<file path="src/rtl/frame_addr_ctrl.sv">
// frame_addr_ctrl
// Configuration-stream front end for the per-column frame select stages.
// A header word (sync 8'hFA, column, frame index, burst flag, row count N)
// is followed by N data words. Each data word is forwarded as a one-cycle
// row write. After the last row write, the frame is committed with a
// single FrameStrobe pulse carrying the column and the one-hot frame index.
//
// Build option: FRAME_ADDR_BURST_EN
//   When defined, a header with burst=1 automatically advances to the next
//   frame of the same column after every strobe, reusing the column and the
//   row count, until the last frame of the column has been committed.
//   When undefined, the burst bit is ignored and every strobe returns to IDLE.
module frame_addr_ctrl #(
  parameter int MAX_FRAMES_PER_COL = 20,
  parameter int FRAME_SELECT_WIDTH = 5,
  parameter int NUM_COLS           = 18
) (
  input  logic                          CLK,
  input  logic                          resetn,
  input  logic [31:0]                   cfg_data,
  input  logic                          cfg_valid,
  output logic                          cfg_ready,
  output logic [31:0]                   row_data,
  output logic [6:0]                    row_sel,
  output logic                          row_we,
  output logic [FRAME_SELECT_WIDTH-1:0] FrameSelect,
  output logic                          FrameStrobe,
  output logic [MAX_FRAMES_PER_COL-1:0] FrameStrobe_O,
  output logic                          busy,
  output logic                          err,
  input  logic                          err_clr
);

  localparam logic [7:0] SYNC_WORD    = 8'hFA;
  localparam logic [7:0] NUM_COLS_B   = 8'(NUM_COLS);
  localparam logic [7:0] MAX_FRAMES_B = 8'(MAX_FRAMES_PER_COL);

`ifdef FRAME_ADDR_BURST_EN
  localparam logic BURST_EN = 1'b1;
`else
  localparam logic BURST_EN = 1'b0;
`endif

  typedef enum logic [1:0] {
    ST_IDLE   = 2'd0,
    ST_DATA   = 2'd1,
    ST_WAIT   = 2'd2,
    ST_STROBE = 2'd3
  } state_t;

  state_t state_r;
  state_t state_s;

  // Latched frame context
  logic [FRAME_SELECT_WIDTH-1:0] col_r;
  logic [7:0]                    frame_r;
  logic [6:0]                    rows_r;
  logic [6:0]                    cnt_r;
  logic                          burst_r;

  // Header field views of the incoming word
  logic [7:0] hdr_sync_s;
  logic [7:0] hdr_col_s;
  logic [7:0] hdr_frame_s;
  logic       hdr_burst_s;
  logic [6:0] hdr_rows_s;

  logic accept_s;
  logic hdr_ok_s;
  logic hdr_err_s;
  logic last_row_s;
  logic last_frame_s;
  logic burst_next_s;
  logic strobe_next_s;

  // One-hot decode of a frame index onto the frame strobe bus.
  function automatic logic [MAX_FRAMES_PER_COL-1:0] frame_onehot(input logic [7:0] idx);
    logic [MAX_FRAMES_PER_COL-1:0] oh;
    oh = {MAX_FRAMES_PER_COL{1'b0}};
    for (int i = 0; i < MAX_FRAMES_PER_COL; i++) begin
      oh[i] = (idx == 8'(i));
    end
    return oh;
  endfunction

  assign hdr_sync_s  = cfg_data[31:24];
  assign hdr_col_s   = cfg_data[23:16];
  assign hdr_frame_s = cfg_data[15:8];
  assign hdr_burst_s = cfg_data[7];
  assign hdr_rows_s  = cfg_data[6:0];

  // cfg_ready is a registered copy of "state is IDLE or DATA", so a plain
  // valid&ready is the word acceptance condition.
  assign accept_s = cfg_valid & cfg_ready;

  assign hdr_ok_s = (hdr_sync_s == SYNC_WORD) &&
                    (hdr_col_s < NUM_COLS_B) &&
                    (hdr_frame_s < MAX_FRAMES_B);

  // rows_r is never 0 while in DATA, so the subtraction cannot wrap there.
  assign last_row_s   = (cnt_r == (rows_r - 7'd1));
  assign last_frame_s = ((frame_r + 8'd1) == MAX_FRAMES_B);
  assign burst_next_s = BURST_EN & burst_r & ~last_frame_s;

  assign strobe_next_s = (state_s == ST_STROBE);

  // State register.
  always_ff @(posedge CLK or negedge resetn) begin
    if (!resetn) begin
      state_r <= ST_IDLE;
    end else begin
      state_r <= state_s;
    end
  end

  // Next-state logic and header error detection.
  always_comb begin
    state_s   = state_r;
    hdr_err_s = 1'b0;
    case (state_r)
      ST_IDLE: begin
        if (accept_s) begin
          if (!hdr_ok_s) begin
            // Rejected header: stay in IDLE, so the words that follow are
            // parsed as headers and never reach the row registers.
            hdr_err_s = 1'b1;
            state_s   = ST_IDLE;
          end else if (hdr_rows_s == 7'd0) begin
            state_s = ST_WAIT;
          end else begin
            state_s = ST_DATA;
          end
        end else begin
          state_s = ST_IDLE;
        end
      end
      ST_DATA: begin
        if (accept_s && last_row_s) begin
          state_s = ST_WAIT;
        end else begin
          state_s = ST_DATA;
        end
      end
      ST_WAIT: begin
        state_s = ST_STROBE;
      end
      ST_STROBE: begin
        if (burst_next_s) begin
          if (rows_r == 7'd0) begin
            state_s = ST_WAIT;
          end else begin
            state_s = ST_DATA;
          end
        end else begin
          state_s = ST_IDLE;
        end
      end
      default: begin
        state_s = ST_IDLE;
      end
    endcase
  end

  // Frame context: latch header fields, count rows, advance frame in burst.
  always_ff @(posedge CLK or negedge resetn) begin
    if (!resetn) begin
      col_r   <= {FRAME_SELECT_WIDTH{1'b0}};
      frame_r <= 8'd0;
      rows_r  <= 7'd0;
      cnt_r   <= 7'd0;
      burst_r <= 1'b0;
    end else begin
      if ((state_r == ST_IDLE) && accept_s && hdr_ok_s) begin
        col_r   <= hdr_col_s[FRAME_SELECT_WIDTH-1:0];
        frame_r <= hdr_frame_s;
        rows_r  <= hdr_rows_s;
        cnt_r   <= 7'd0;
        burst_r <= hdr_burst_s;
      end else if ((state_r == ST_DATA) && accept_s) begin
        cnt_r <= cnt_r + 7'd1;
      end else if ((state_r == ST_STROBE) && burst_next_s) begin
        frame_r <= frame_r + 8'd1;
        cnt_r   <= 7'd0;
      end
    end
  end

  // Row write port: one-cycle pulse in the cycle after each data accept.
  always_ff @(posedge CLK or negedge resetn) begin
    if (!resetn) begin
      row_data <= 32'd0;
      row_sel  <= 7'd0;
      row_we   <= 1'b0;
    end else begin
      row_we <= (state_r == ST_DATA) && accept_s;
      if ((state_r == ST_DATA) && accept_s) begin
        row_data <= cfg_data;
        row_sel  <= cnt_r;
      end
    end
  end

  // Frame commit outputs, driven only in the STROBE cycle.
  always_ff @(posedge CLK or negedge resetn) begin
    if (!resetn) begin
      FrameStrobe   <= 1'b0;
      FrameSelect   <= {FRAME_SELECT_WIDTH{1'b0}};
      FrameStrobe_O <= {MAX_FRAMES_PER_COL{1'b0}};
    end else begin
      FrameStrobe <= strobe_next_s;
      if (strobe_next_s) begin
        FrameSelect   <= col_r;
        FrameStrobe_O <= frame_onehot(frame_r);
      end else begin
        FrameSelect   <= {FRAME_SELECT_WIDTH{1'b0}};
        FrameStrobe_O <= {MAX_FRAMES_PER_COL{1'b0}};
      end
    end
  end

  // Handshake and status outputs, registered from the next state.
  always_ff @(posedge CLK or negedge resetn) begin
    if (!resetn) begin
      cfg_ready <= 1'b1;
      busy      <= 1'b0;
    end else begin
      cfg_ready <= (state_s == ST_IDLE) || (state_s == ST_DATA);
      busy      <= (state_s != ST_IDLE);
    end
  end

  // Sticky error flag; a new header error wins over a same-cycle clear.
  always_ff @(posedge CLK or negedge resetn) begin
    if (!resetn) begin
      err <= 1'b0;
    end else if (hdr_err_s) begin
      err <= 1'b1;
    end else if (err_clr) begin
      err <= 1'b0;
    end else begin
      err <= err;
    end
  end

endmodule
</file>
<file path="config.mk">
export PLATFORM = sky130hd
export DESIGN_NAME = frame_addr_ctrl
export DESIGN_NICKNAME = d
export VERILOG_FILES = /design/src/rtl/frame_addr_ctrl.sv
export SDC_FILE = /design/constraint.sdc
export NUM_CORES = 1
export LEC_CHECK = 0
export BUFFER_PORTS_ARGS = -buffer_cell sky130_fd_sc_hd__buf_2
export CORE_ASPECT_RATIO = 1.4
export CORE_MARGIN = 4
export CORE_UTILIZATION = 47
export DETAILED_ROUTE_END_ITERATION = 12
export PLACE_DENSITY = 0.75
export SYNTH_ARGS = -nofsm -noshare
export SYNTH_HDL_FRONTEND = slang
export SYNTH_SLANG_ARGS = --single-unit
</file>
<file path="constraint.sdc">
create_clock -name CLK -period 2.05 [get_ports CLK]
set_clock_uncertainty 0.1 [all_clocks]
set_input_delay 0.41 -clock CLK [delete_from_list [all_inputs] [get_ports CLK]]
set_output_delay 0.41 -clock CLK [all_outputs]
set_load 0.005 [all_outputs]
</file>
# Yosys cells after proc, flatten, opt, wreduce, memory -nomap -nowiden
# Cells that the tools add are included.
totals:
  regBits: 98
op_classes:
  add_sub_neg: 2
  magnitude_cmp: 2
  n_eq_ne: 26
  mux: 14
  n_bitwise: 1
  reduce_logical: 14
op_table:
  columns: ["op", "n"]
  rows:
  - ["$eq A8 B4 Y1 const B", 8]
  - ["$eq A8 B3 Y1 const B", 4]
  - ["$eq A8 B5 Y1 const B", 4]
  - ["$mux W20", 1]
  - ["$eq A8 B2 Y1 const B", 2]
  - ["$lt A8 B5 Y1 const B", 2]
  - ["$mux W7", 2]
  - ["$eq A8 B1 Y1 const B", 1]
  - ["$eq A8 B8 Y1 const B", 1]
  - ["$logic_not A8 Y1", 1]
  - ["$mux W2", 4]
  - ["$pmux W2 S4", 1]
  - ["$add A7 B1 Y7 const B", 1]
  - ["$eq A7 B7 Y1", 1]
  - ["$logic_not A7 Y1", 1]
  - ["$sub A7 B1 Y7 const B", 1]
  - ["$eq A2 B2 Y1 const B", 3]
  - ["$logic_and A1 B1 Y1", 6]
  - ["$reduce_bool A2 Y1", 3]
  - ["$mux W1", 5]
  - ["$mux W5", 1]
  - ["$eq A2 B1 Y1 const B", 2]
  - ["$logic_not A2 Y1", 2]
  - ["$and A1 B1 Y1", 1]
  - ["$logic_or A1 B1 Y1", 1]

# Depth between registers and ports, before layout
# Gate-level depths: netlist of run 1.
logic_depth:
  word_depth: 8
  ltp_mapped: 7
  ltp_nobuf: 7

# Least setup slack after synthesis of run 1
# OpenSTA, ideal clock, no wires.
synth_timing:
  kind: "register -> register"
  start: "register cfg_ready"
  end: "register col_r[0]"
  setup_time_ns: 0.125
  arrival_time_ns: 1.815
  required_ns: 1.825
  slack_ns: 0.010
  path_stages_with_launch: 7
  path_buffers: 1
  period_less_slack_ns: 2.040
  path_cell_list: "dfstp_2 -> nand2_1 -> or3_1 -> nor3_4 -> and2_2 -> buf_6 -> mux2_2"
synth_via:
  elab_chain_cells: 3
synth_lines:
  columns: ["element", "line", "rtl"]
  rows:
  - ["from (decl)", "22", "output logic cfg_ready,"]
  - ["from (signal assigned)", "227", "cfg_ready <= (state_s == ST_IDLE) || (state_s == ST_DATA);"]
  - ["$and A1 B1 Y1", "94", "assign accept_s = cfg_valid & cfg_ready;"]
  - ["$logic_and A1 B1 Y1 (2 in a row)", "173", "if ((state_r == ST_IDLE) && accept_s && hdr_ok_s) begin"]
  - ["to (signal assigned)", "167", "col_r <= {FRAME_SELECT_WIDTH{1'b0}};"]
  - ["to (signal assigned)", "174", "col_r <= hdr_col_s[FRAME_SELECT_WIDTH-1:0];"]
  - ["to (decl)", "55", "logic [FRAME_SELECT_WIDTH-1:0] col_r;"]
# Every way passes these cells.
# A chain may end at the register's enable or synchronous reset.

# Final worst setup path of run 1
# Same ends and word-level chain as after synthesis.

==> results of run 1 <==
[what timing repair did]
| action | in CTS | in global routing |
|---|---|---|
| pin swaps | 0 | 2 |
| cloned | 0 | 0 |
| resized for setup | 1 | 0 |
| setup endpoints to repair | 4 | 20 |
| hold buffers | 1 | 0 |
| setup buffers | 0 | 1 |
| hold endpoints to repair | 26 | 0 |
[final timing paths]
check	from	to	slack, ps	cells past startpoint
setup / recovery	cfg_ready	col_r[0]	90	5
hold reg to reg	row_data[31]	row_data[31]	370	2
min in group asynchronous	resetn	FrameSelect[3]	430	2
max in group asynchronous	resetn	frame_r[2]	820	3
hold / removal	cfg_data[7]	row_data[7]	160	3
setup reg to reg	cfg_ready	col_r[0]	90	5
[state kept, by name (all words and copies together), names as in the netlist]
name,count
col_r,5
state_r,2
rows_r,7
err,1
busy,1
FrameStrobe,1
row_sel,7
row_we,1
FrameSelect,5
row_data,32
cnt_r,7
cfg_ready,1
FrameStrobe_O,20
frame_r,8
[report_power, final]
part           switching [mW]  total [mW]  internal [mW]
sequential              0.280        2.66           2.38
combinational           0.789        1.42          0.628
clock                   0.717        1.74           1.02
[Yosys cell counts, types with 3 or more instances]
library cell    n
and2_2          4
nor3_1          7
dfrtp_1        97
inv_1           4
mux2_4          5
nand2_1       127
xnor2_1         7
nand2b_1        4
xor2_1          7
buf_1           4
mux2_2         10
o21ai_0         4
and2_1          5
nor2_1         26
nand3_1         8
nor4_1          4
buf_6           3
clkbuf_1        8
[per-layer routing]
| layer | up-vias | track usage |
|---|---|---|
| met5 | - | 0 |
| met4 | 0 | 0.0919 |
| met3 | 15 | 0.0334 |
| met2 | 78 | 0.337 |
| met1 | 1411 | 0.211 |
| li1 | 1425 | - |
[kinds of logic after synthesis]
| logic type | share of synthesized area |
|---|---|
| simple gates | 0.233 |
| flops | 0.628 |
| buf+inv | 0.0250 |
| mux | 0.0506 |
| compound gates | 0.0262 |
| xor+xnor | 0.0314 |
| fa+ha+maj | 0.00640 |
[area by class of cell]
class	count	area, sq um
Multi-Input combinational cell	248	1360
Fill cell	677	3210
Clock buffer	11	253
Inverter	5	18.8
Clock inverter	5	60.1
Timing Repair Buffer	119	663
Sequential cell	98	2450
Tap cell	102	128
[critical path, cell delays in order, from the launching register on]
cell and delay, ps:
dfstp_2 550, nand2_1 60, or3_1 370, nor3_4 210
and2_4 220, mux2_2 330
[stage by stage]
stage          instances   util  cell area (sq um)  setup TNS [ps]  worst slack [ps]
3_3_place_gp         570  0.565               4600            -185             -46.5
5_1_grt              588  0.606               4940               0              8.93
2_1_floorplan        366      -               3910               0              10.3
6_report             588  0.606               4940               0              89.7
4_1_cts              587  0.605               4930               0              16.4
3_5_place_dp         570  0.565               4600            -331             -70.6
==> results.cfg, run 1 <==
[logic_synthesis]
synth_seq_cells = 98
synth.distinct_cells = 44
ys_warn_count = 0
syn-num-nets = 404
synth_top_cell_by_area = dfrtp_1
synthesis.area_sq_um = 3910
synth.yosys.seq_area_share = 0.628
async_flop_share = 1.00
synthFlopType = dfrtp_1
yosys.area.top_type_share = 0.621
synthTopCellsByArea = dfrtp_1 (62%), nand2_1 (12%), mux2_2 (2.9%)
syn_inst = 366
synth_area_per_cell_sq_um = 10.7
synth_edf_count = 0

[outcome]
status = finished, final reports clean

[pwr]
ir_drop_mv = 0.633
power_leakage_nw = 2.73
p_per_area_nw_per_um2 = 1180
p_total_mw = 5.81

[run]
maxCapViolCount = 0

[global_route]
grt_overflow = 0
grt_max_degree = 55
grt_pass1_vias = 2998
antenna_found_initial = 0
grt_usage = 0.187
grt_pass1_wl_um = 14300

[clocking]
ctsHtreeMaxLevel = 3
clockRootBuffer = clkbuf_16
cts_tree = done
clock-sinks = 98
clk_pin_slew_ps = 70
clk_path_buf_depth = 2
clock_latency_ps = 340
numCtsBuffers = 9

[critical_path]
crit_type = flip-flop to flip-flop
endpoint_kind = flip-flop
worstPathMaxFanout = 5
arrival_ps = 2090
crit_required_ps = 2180
crit_path_start_kind = flip-flop

[drt]
wl_um = 8800
routed.top_layer = met4
met2_length_um = 4750
vias = 2929
wl_met3_um = 417
via_per_inst = 4.98
drc = 0
firstDrtPassIters = 4
wl_met1_um = 3410
first_iter_violations = 141
antenna_left = 0
post_drt_wl_per_cell_um = 15.0

[cells_and_area]
n_antenna_cell = 0
drive_gt1_frac = 0.329
area_delta_synth_final_pct = 26.2
final_cell_mix = nand2_1 (127), buf_2 (103), dfrtp_1 (97), nor2_1 (26), buf_4 (13)
layout.nets = 519
final_common_cell = nand2_1

[floorplanning]
core_area_sq_um = 8150
initial_core_util = 0.480
die_x_um = 85.1
die_h_um = 116
rows = 39
die_area_sq_um = 9860
ios = 105

[placement]
place_congestion = 0.811
dp_hpwl_um = 6500
numPortBuffers = 104

[timing]
hold_slack_ps = 162
rsz0062_at_grt = false
hold_viol = 0
worst_slew_margin_rel = 0.734
drv_slew = 0
finalSetupViolCount = 0
fmax_mhz = 510
finalCritPeriodShare = 0.956
fin_crit_ps = 1960
worst_pin_slew_ps = 398

[min_path]
worstHoldPathType = input pin to flip-flop
(Power assumes the default switching activity.)
==> run 2: changes to the inputs <==
- CORE_MARGIN: 4 -> unset
- MAX_ROUTING_LAYER: unset -> met4
==> results.cfg, run 2 (same netlist as run 1, synthesis figures left out) <==
[floorplanning]
ios = 105
die_h_um = 110
die_x_um = 79.1
rows = 39
initial_core_util = 0.483
core_area_sq_um = 8100
die_area_sq_um = 8690

[critical_path]
critical_path.max_stage_delay_ps = 550
cp-startpoint = cfg_ready
reg2reg_depth = 5
regToRegStartpoint = cfg_ready
crit_type = flip-flop to flip-flop
reg2reg_to = frame_r[1]
worstPathMaxFanout = 5
cp-endpoint = frame_r[1]
endpoint_kind = flip-flop
crit_path_start_kind = flip-flop
cpLargestDelayFamily = simple AND/OR/NAND/NOR gates
critPathBufInv = 0
cp.depth = 5
r2r_setup_slack_ps = 80
worstPathCellList = nand2_1 -> or3_1 -> nor3_4 -> and2_4 -> mux2_2
crit_required_ps = 2170
crit_slowest_cell = dfstp_2
arrival_ps = 2090

[drt]
post_drt_wl_per_cell_um = 14.6
via_per_inst = 5.01
firstDrtPassIters = 4
first_iter_violations = 134
wl_um = 8680
vias = 2971
drc = 0
antenna_left = 0

[cells_and_area]
n_antenna_cell = 0
top_register = row_data
finalNonFillerCells = 593
drive_gt1_frac = 0.342
largest_reg_flops = 32
largestRegisters = row_data (32), FrameStrobe_O (20), frame_r (8)
fin_util = 0.610
layout.nets = 524
final_cell_mix = nand2_1 (127), buf_2 (103), dfrtp_1 (97), nor2_1 (25), buf_4 (18)
area_delta_synth_final_pct = 26.4
fin_area_sq_um = 4940
final_common_cell = nand2_1

[clocking]
ctsHtreeMaxLevel = 3
postCtsSetupRepairBufs = 0
clockRootBuffer = clkbuf_16
clock-sinks = 98
numCtsBuffers = 9
clock_latency_ps = 340
clk_pin_slew_ps = 70
cts_tree = done
clk_path_buf_depth = 2

[global_route]
antenna_found_initial = 0
grt_max_degree = 44
grt_overflow = 0
grt_pass1_vias = 2948
grt_pass1_wl_um = 14200
grt_usage = 0.226

[placement]
place_area_sq_um = 4650
numPortBuffers = 104
dp_hpwl_um = 6330
placed_cells = 576
place_ws_ps = -145
place_congestion = 0.828

[timing]
finalCritPeriodShare = 0.959
fmax_mhz = 508
drv_slew = 0
hold_slack_ps = 162
fin_crit_ps = 1970
rsz0062_at_grt = false
setup_tns_ps = 0
worst_pin_slew_ps = 402
finalSetupViolCount = 0
hold_viol = 0
worst_slew_margin_rel = 0.729
fin_ws_ps = 83.3

[pwr]
ir_drop_mv = 0.555
p_total_mw = 5.62
power_leakage_nw = 2.74
p_per_area_nw_per_um2 = 1140

[run]
maxCapViolCount = 0

[outcome]
status = finished, final reports clean

[min_path]
worstHoldPathType = input pin to flip-flop
run 2: cell types whose count changed in the layout (fill, tap and decap cells not counted), moves of 2 or more:
cell / previous run / this run
clkinv_4: 0 / 3
inv_6: 2 / 0
buf_4: 13 / 18
clkinv_2: 1 / 4
clkbuf_8: 2 / 0
run 2: per-layer routing:
metal	up-vias	part of all wire	track usage
met4	0	0.013	0.0922
met1	1449	0.40	0.252
met5	-	0	-
met2	84	0.55	0.390
li1	1425	-	-
met3	13	0.040	0.0498
run 2: how the worst min path moves through the flow:
stage / start / end / cells after the start
after detailed placement: resetn / FrameSelect[3] / 1
after floorplan: resetn / FrameSelect[0] / 0
after CTS: cfg_data[7] / row_data[7] / 3
after global routing: err_clr / err / 2
final: cfg_data[7] / row_data[7] / 3
after global placement: resetn / FrameSelect[3] / 1
run 2: what timing repair did:
item	4_1_cts	5_1_grt
pin swaps	0	2
hold buffers	1	0
resized for setup	1	3
gates cloned	0	0
setup endpoints to repair	4	20
hold endpoints to repair	27	0
run 2: power breakdown:
part	switching (mW)	leakage [nW]	internal [mW]
registers	0.293	1.29	2.38
clock network	0.712	0.139	0.820
logic	0.782	1.32	0.634
run 2: cell type report:
cell class / count / area (sq um)
tap: 102 / 128
fill: 684 / 3160
clock buffer: 9 / 225
multi-input combinational: 248 / 1370
timing repair buffer: 124 / 701
clock inverter: 7 / 46.3
inverter: 5 / 18.8
sequential: 98 / 2450
run 2: worst min-delay path: cells and delay by family:
kind | cells | cell delay, ps
buf+inv | 1 | 70
simple gates | 2 | 90
==> run 3: changes to the inputs <==
- SETUP_SLACK_MARGIN: unset -> 0.5
==> results.cfg, run 3 (same netlist as run 1, synthesis figures left out) <==
[global_route]
grt_pass1_wl_um = 15600
grt_usage = 0.248
grt_max_degree = 36
antenna_found_initial = 0
grt_pass1_vias = 3233
grt_overflow = 0

[drt]
via_per_inst = 5.30
firstDrtPassIters = 5
post_drt_wl_per_cell_um = 17.7
wl_um = 11000
drc = 0
antenna_left = 0
vias = 3303
first_iter_violations = 174

[clocking]
clock_latency_ps = 340
clock-sinks = 98
ctsHtreeMaxLevel = 3
numCtsBuffers = 9
cts_tree = done
clk_path_buf_depth = 2
clk_pin_slew_ps = 70
clockRootBuffer = clkbuf_16

[placement]
place_congestion = 0.863
numPortBuffers = 104
dp_hpwl_um = 6330
placed_cells = 571
place_ws_ps = -91.0
place_area_sq_um = 4660

[min_path]
worstHoldPathType = input pin to flip-flop
hold_end = err
holdCritStartpoint = err_clr
holdPathStages = 2

[critical_path]
crit_required_ps = 2170
crit_slowest_cell = dfstp_2
arrival_ps = 2040
crit_type = flip-flop to flip-flop
crit_path_start_kind = flip-flop
regToRegStartpoint = cfg_ready
critPathBufInv = 0
cpLargestDelayFamily = simple AND/OR/NAND/NOR gates
r2r_setup_slack_ps = 130
endpoint_kind = flip-flop
worstPathCellList = nand2_2 -> or3_4 -> nor3_4 -> and2_4 -> mux2_4
reg2reg_to = frame_r[4]
reg2reg_depth = 5
worstPathMaxFanout = 6
critical_path.max_stage_delay_ps = 540

[cells_and_area]
fin_area_sq_um = 5740
final_common_cell = nand2_1
drive_gt1_frac = 0.449
regArea_sq_um = 2460
finalNonFillerCells = 623
multi_input_area_sq_um = 1590
n_antenna_cell = 0
top_register = row_data
area_delta_synth_final_pct = 46.7
layout.nets = 554
final_cell_mix = nand2_1 (124), buf_2 (103), dfrtp_1 (95), buf_4 (22), nor2_1 (18)
largestRegisters = row_data (32), FrameStrobe_O (20), frame_r (8)
largest_reg_flops = 32
fillers = 559

[timing]
fin_ws_ps = 131
setup_tns_ps = 0
rsz0062_at_grt = true
drv_slew = 0
hold_viol = 0
finalSetupViolCount = 0
worst_pin_slew_ps = 458
fmax_mhz = 521
worst_slew_margin_rel = 0.694
fin_crit_ps = 1920
finalCritPeriodShare = 0.936

[floorplanning]
ios = 105
rows = 39
core_area_sq_um = 8100
die_area_sq_um = 8690
initial_core_util = 0.483
die_h_um = 110
die_x_um = 79.1

[outcome]
status = finished, final reports clean

[run]
maxCapViolCount = 0

[pwr]
p_per_area_nw_per_um2 = 1190
ir_drop_mv = 0.741
power_leakage_nw = 3.06
[run 3: changes by cell type in the layout (fill, tap and decap cells not counted), moves of 4 or more]
cell | before | now
buf_6 | 0 | 8
nor2_1 | 25 | 18
nor2_2 | 1 | 7
buf_8 | 0 | 5
nor3_1 | 6 | 1
nor3_2 | 1 | 6
buf_12 | 2 | 6
buf_4 | 18 | 22
clkbuf_16 | 9 | 13
mux2_2 | 10 | 6
mux2_4 | 5 | 9
[run 3: per-layer routing]
layer	wire length [um]	GRT usage	vias to the layer above
li1	-	-	1495
met2	6050	0.439	139
met5	0	-	-
met1	4050	0.269	1647
met3	652	0.0407	22
met4	251	0.121	0
[run 3: worst max path at each step]
stage / endpoint / depth (start not counted) / slack (ps) / startpoint
CTS: col_r[3] / 6 / 100 / cfg_ready
finish: frame_r[4] / 5 / 130 / cfg_ready
detailed placement: state_r[1] / 6 / -90 / cfg_data[22]
floorplan: col_r[0] / 5 / 20 / cfg_data[22]
global route: rows_r[6] / 6 / 90 / cfg_ready
global placement: col_r[0] / 5 / -40 / cfg_data[22]
[run 3: timing repair]
action	CTS	global route
gates resized for setup	30	40
pin swaps	5	13
endpoints found under the hold margin	31	0
hold buffers	1	0
buffers inserted	11	14
endpoints found under the setup margin	65	93
cloned	5	5
[run 3: area by class of cell]
class,count,area share
Tap cell,102,0.0223
Timing Repair Buffer,153,0.208
Clock inverter,5,0.0175
Inverter,5,0.00327
Multi-Input combinational cell,249,0.277
Sequential cell,98,0.428
Clock buffer,11,0.0441
[run 3: power by group]
group	switching, mW	internal (mW)	total (mW)	leakage, nW
logic	1.02	1.13	2.15	1.60
registers	0.327	2.38	2.71	1.28
clock network	0.712	1.25	1.97	0.176
total	2.06	4.77	6.82	3.06
[run 3: through the flow]
step | power [mW] | util | hold WS [ps]
after global routing | 7.14 | 0.708 | 159
after floorplan | 3.42 | - | 14.4
final | 6.82 | 0.708 | 157
after global placement | 4.07 | 0.575 | 295
after CTS | 6.41 | 0.660 | 155
after detailed placement | 4.13 | 0.575 | 294
[run 3: worst reg2reg max path, cell delays in order, from the launching register on]
cell	delay, ps
dfstp_2	540
nand2_2	60
or3_4	350
nor3_4	150
and2_4	270
mux2_4	330
